File: src/rtl/dmem_arbiter.sv
// Two-port arbiter for the single Data_Memory port: round-robin with an optional
// port-1 burst lock, single outstanding transaction, req/ack handshake.
module dmem_arbiter #(
  parameter int RD_LAT   = 0,
  parameter int MAX_LOCK = 4
) (
  input  logic        clk,
  input  logic        RESET,
  input  logic        p0_req,
  input  logic        p0_wr,
  input  logic [31:0] p0_adr,
  input  logic [31:0] p0_wd,
  output logic        p0_ack,
  output logic [31:0] p0_rd,
  input  logic        p1_req,
  input  logic        p1_wr,
  input  logic [31:0] p1_adr,
  input  logic [31:0] p1_wd,
  output logic        p1_ack,
  output logic [31:0] p1_rd,
  input  logic        p1_lock,
  output logic [31:0] m_adr,
  output logic [31:0] m_wd,
  output logic        m_mwr,
  output logic        m_moe,
  input  logic [31:0] m_rd,
  output logic        busy,
  output logic        owner
);

  localparam int          CW        = (RD_LAT > 1) ? $clog2(RD_LAT) : 1;
  localparam int unsigned WAIT_INIT = (RD_LAT > 0) ? RD_LAT - 1 : 0;

  typedef enum logic [1:0] {
    S_IDLE,
    S_ISSUE,
    S_WAIT,
    S_RESP
  } state_t;

  state_t        r_state;
  state_t        w_state_nxt;
  logic          r_owner;
  logic          r_rr_last;
  logic          r_wr;
  logic [31:0]   r_adr;
  logic [31:0]   r_wd;
  logic [31:0]   r_p0_rd;
  logic [31:0]   r_p1_rd;
  logic [3:0]    r_lock_cnt;
  logic [3:0]    w_lock_cnt_nxt;
  logic [CW-1:0] r_wait_cnt;
  logic          w_any_req;
  logic          w_win;
  logic          w_sample;

  assign w_any_req = p0_req | p1_req;

  // Winner selection; a contended locked port-1 grant counts toward MAX_LOCK.
  always_comb begin
    // NOTE: every combinational output gets a default first so no path infers a latch.
    w_win          = ~r_rr_last;
    w_lock_cnt_nxt = r_lock_cnt;
    if (p0_req && !p1_req) begin
      w_win = 1'b0;
    end else if (!p0_req && p1_req) begin
      w_win = 1'b1;
    end else if (r_rr_last && p1_lock && (r_lock_cnt < 4'(MAX_LOCK))) begin
      w_win = 1'b1;
    end
    if (!w_win) begin
      w_lock_cnt_nxt = '0;
    end else if (p0_req && p1_lock && (r_lock_cnt < 4'(MAX_LOCK))) begin
      w_lock_cnt_nxt = r_lock_cnt + 4'd1;
    end
  end

  always_comb begin
    w_state_nxt = r_state;
    w_sample    = 1'b0;
    case (r_state)
      S_IDLE:  if (w_any_req) w_state_nxt = S_ISSUE;
      S_ISSUE: begin
        if (r_wr) begin
          w_state_nxt = S_RESP;
        end else if (RD_LAT == 0) begin
          w_sample    = 1'b1;
          w_state_nxt = S_RESP;
        end else begin
          w_state_nxt = S_WAIT;
        end
      end
      S_WAIT: begin
        if (r_wait_cnt == '0) begin
          w_sample    = 1'b1;
          w_state_nxt = S_RESP;
        end
      end
      S_RESP:  w_state_nxt = S_IDLE;
      default: w_state_nxt = S_IDLE;
    endcase
  end

  always_ff @(posedge clk or posedge RESET) begin
    if (RESET) begin
      r_state    <= S_IDLE;
      r_owner    <= 1'b0;
      r_rr_last  <= 1'b1;
      r_wr       <= 1'b0;
      r_adr      <= '0;
      r_wd       <= '0;
      r_p0_rd    <= '0;
      r_p1_rd    <= '0;
      r_lock_cnt <= '0;
      r_wait_cnt <= '0;
    end else begin
      // NOTE: sequential state uses non-blocking assignments only, so every read sees the pre-edge value.
      r_state <= w_state_nxt;
      if (r_state == S_IDLE && w_any_req) begin
        r_owner    <= w_win;
        r_rr_last  <= w_win;
        r_lock_cnt <= w_lock_cnt_nxt;
        r_wr       <= w_win ? p1_wr  : p0_wr;
        r_adr      <= w_win ? p1_adr : p0_adr;
        r_wd       <= w_win ? p1_wd  : p0_wd;
      end
      if (r_state == S_ISSUE) begin
        r_wait_cnt <= CW'(WAIT_INIT);
      end else if (r_state == S_WAIT && r_wait_cnt != '0) begin
        r_wait_cnt <= r_wait_cnt - 1'b1;
      end
      if (w_sample) begin
        if (r_owner) r_p1_rd <= m_rd;
        else         r_p0_rd <= m_rd;
      end
    end
  end

  // Strobes decode the state register, so RESET drops them without a clock edge.
  assign m_mwr  = (r_state == S_ISSUE) & r_wr;
  assign m_moe  = ((r_state == S_ISSUE) | (r_state == S_WAIT)) & ~r_wr;
  assign m_adr  = r_adr;
  assign m_wd   = r_wd;
  assign p0_ack = (r_state == S_RESP) & ~r_owner;
  assign p1_ack = (r_state == S_RESP) &  r_owner;
  assign p0_rd  = r_p0_rd;
  assign p1_rd  = r_p1_rd;
  assign busy   = (r_state != S_IDLE);
  assign owner  = r_owner;

endmodule

File: config.mk
export PLATFORM = sky130hd
export DESIGN_NAME = dmem_arbiter
export DESIGN_NICKNAME = d
export VERILOG_FILES = /design/src/rtl/dmem_arbiter.sv
export SDC_FILE = /design/constraint.sdc
export NUM_CORES = 1
export LEC_CHECK = 0
export ABC_AREA = 1
export CAP_MARGIN = 20
export CORE_UTILIZATION = 45
export CTS_CLUSTER_DIAMETER = 150
export CTS_CLUSTER_SIZE = 40
export DETAILED_ROUTE_END_ITERATION = 12
export PLACE_DENSITY = 0.9
export SYNTH_ARGS = -nofsm -noshare
export SYNTH_HDL_FRONTEND = slang
export SYNTH_SLANG_ARGS = --single-unit
File: constraint.sdc
create_clock -name clk -period 12.7 [get_ports clk]
set_input_delay 2.54 -clock clk [delete_from_list [all_inputs] [get_ports clk]]
set_output_delay 2.54 -clock clk [all_outputs]
set_load 0.05 [all_outputs]
==> results.txt <==
starting density of the core - 46.5%
TNS Setup - 0 ns
ANT cells - 0
Clock Sinks - 138
RSZ-0062 raised after global routing - no
number of port buffers - 300
pwr dens - 296 nW/um2
wire length per cell - 14.8 um
maxcap violations - 0
Leakage - 5.36 nW
Worst Setup End Kind - output port
gpl congestion - 0.859
Ports - 301
startpoint types - flip-flop
largest net degree at the start of global routing - 86
Max Slew Vio Count - 0
row count - 43
Hold WC Path Type - reg -> reg
top cell type's share of synthesized area - 52.5%
Worst Path Arrival - 2.26 ns
total track usage - 27.4%
Multi-input gate area - 2210 um2
Reg area - 3450 um2
Chip Width - 122 um
final period utilization - 37.8%
die footprint - 15000 um2
initial antenna violation count - 0
Layout area overhead - 57.7%
slew margin rel. - 51.1%
Tightest Pin Transition - 0.733 ns
cts repair resizes - 0
Reg power frac - 25.9%
status - finished clean
Initial DRT Pass Iterations - 5
Final setup viols - 0
DP Area - 9640 um2
post-synthesis sequential area ratio - 52.9%
die span in y - 122 um
CP max FO - 4
initial DRC count - 419
VDD IR max - 0.225 mV
most common cell after layout, fill and taps aside - clkdlybuf4s50_1
final setup skew - 0.00566 ns
Core ar. - 14000 um2
Routed WL - 19800 um
Post-Syn Instances - 864
GRT overflow - 0
Yosys cell types - 20
Post-Syn Area - 6530 um2
largest buffer count on any clock path - 2
Setup Buffers After CTS - 0
CTS buffer count - 17
most frequent cells in the layout - clkdlybuf4s50_1 (300), nand2_1 (279), inv_1 (174)
Sw Ratio - 49.2%
Design Area, Final - 10300 um2
Crit Path Class - reg -> out
combinational power share - 56.8%
Avg Synthesized Cell Area - 7.56 um2
TritonCTS clock tree - yes
Required @ worst endpoint - 10.16 ns
hold-fix buffers at CTS - 0
layout net count - 1316
clk_lat worst skew - 0.41 ns
fmax - 0.209 GHz
number of fill cells - 1032
Synth area leaders - dfrtp_1 (53%), nand2_1 (16%), nand3_1 (10%)
clock root buffer master - clkbuf_16
vias in the first global route - 6422
Post-DRT Antenna Nets - 0
Vias - 6537
yosys warns - 0
clock slew seen by the registers of the worst setup and hold paths - 0.06 ns
syn_nets - 1036
internal power - 1.55 mW
sw power - 1.50 mW
fin crit period - 4.80 ns
area leader, netlist - dfrtp_1
drt drc - 0
routed vias/inst - 4.89
Yosys reg bits - 138
first-pass GRT wire length - 31500 um
Fin. Hold Viols - 0
layout cells sized above 1 - 4.15%
H-tree Lvls - 4
Final HPWL DP - 13700 um
Clk pwr share - 17.3%
[layer usage]
layer  wire [um]  vias to the layer above  global-route usage, %
li1            -                     3161                      -
met1        7760                     3066                   32.0
met2       10200                      267                   47.5
met3        1220                       43                   6.78
met4         591                        0                   11.8
met5           0                        -                      0
[metrics by stage]
step | std cells | hold WS, ns | util [%] | setup WS, ns | power (mW)
6_report | 1336 | 0.479 | 73.3 | 7.90 | 3.05
5_1_grt | 1336 | 0.500 | 73.3 | 7.76 | 3.21
4_1_cts | 1335 | 0.480 | 73.1 | 7.87 | 3.07
3_5_place_dp | 1304 | 0.464 | 68.6 | 7.83 | 2.52
3_3_place_gp | 1303 | 0.462 | 68.5 | 7.84 | 2.48
2_1_floorplan | 864 | 0.446 | - | 6.47 | 1.90
[synth_stat cells]
library cell  instances
nand2_1             281
inv_1               175
dfrtp_1             137
nand3_1             133
o21ai_0              66
clkbuf_1             22
buf_2                14
buf_1                 7
nor2_1                7
buf_4                 5
ha_1                  5
o21ai_1               3
inv_2                 2
a21boi_0              1
a21oi_1               1
dfstp_2               1
nor3_1                1
o31ai_1               1
or2_1                 1
xnor2_1               1
[power groups by stage]
stage / combinational (mW) / sequential, mW / clock [mW]
final: 1.73 / 0.789 / 0.528
after global routing: 1.84 / 0.813 / 0.556
after CTS: 1.74 / 0.788 / 0.537
after detailed placement: 1.74 / 0.787 / 0
after global placement: 1.70 / 0.781 / 0
after floorplan: 0.413 / 1.48 / 0
[sequential cells by signal, indices dropped and copies added, names as in the netlist]
| signal | cells |
|---|---|
| m_adr | 32 |
| m_wd | 32 |
| p0_rd | 32 |
| p1_rd | 32 |
| r_lock_cnt | 4 |
| r_state | 2 |
| owner | 1 |
| r_rr_last | 1 |
| r_wait_cnt | 1 |
| r_wr | 1 |
[worst max-delay path, cell delays in order, from the launching register on]
cell and delay, ns:
dfrtp_1 0.42, inv_1 0.09, ha_1 0.30, inv_1 0.06, nor2_1 0.12, clkdlybuf4s50_1 0.87
[cell type report]
type / instances / share of cell area, %
Clock buffer: 20 / 4.53
Tap cell: 180 / 2.19
Inverter: 177 / 6.50
Sequential cell: 138 / 33.5
Multi-Input combinational cell: 501 / 21.5
Clock inverter: 11 / 1.63
Timing Repair Buffer: 309 / 30.1
[worst paths after layout]
check	slack, ns	endpoint	start	cells past startpoint
max	7.90	m_moe	r_state[1]	5
min	0.48	m_wd[10]	m_wd[10]	2
max reg2reg	10.51	owner	r_rr_last	8
min reg2reg	0.48	m_wd[10]	m_wd[10]	2
max in group asynchronous	9.01	p1_rd[1]	RESET	4
min in group asynchronous	2.54	p1_rd[20]	RESET	2
[cells by family (layout without fill, tap and decap cells)]
group / after synthesis / in the layout / synth area share (%)
flops: 138 / 138 / 52.9
compound gates: 72 / 72 / 5.59
buf+inv: 225 / 517 / 13.5
fa+ha+maj: 5 / 5 / 0.958
xor+xnor: 1 / 1 / 0.134
simple gates: 423 / 423 / 26.9
(Power assumes the default switching activity.)
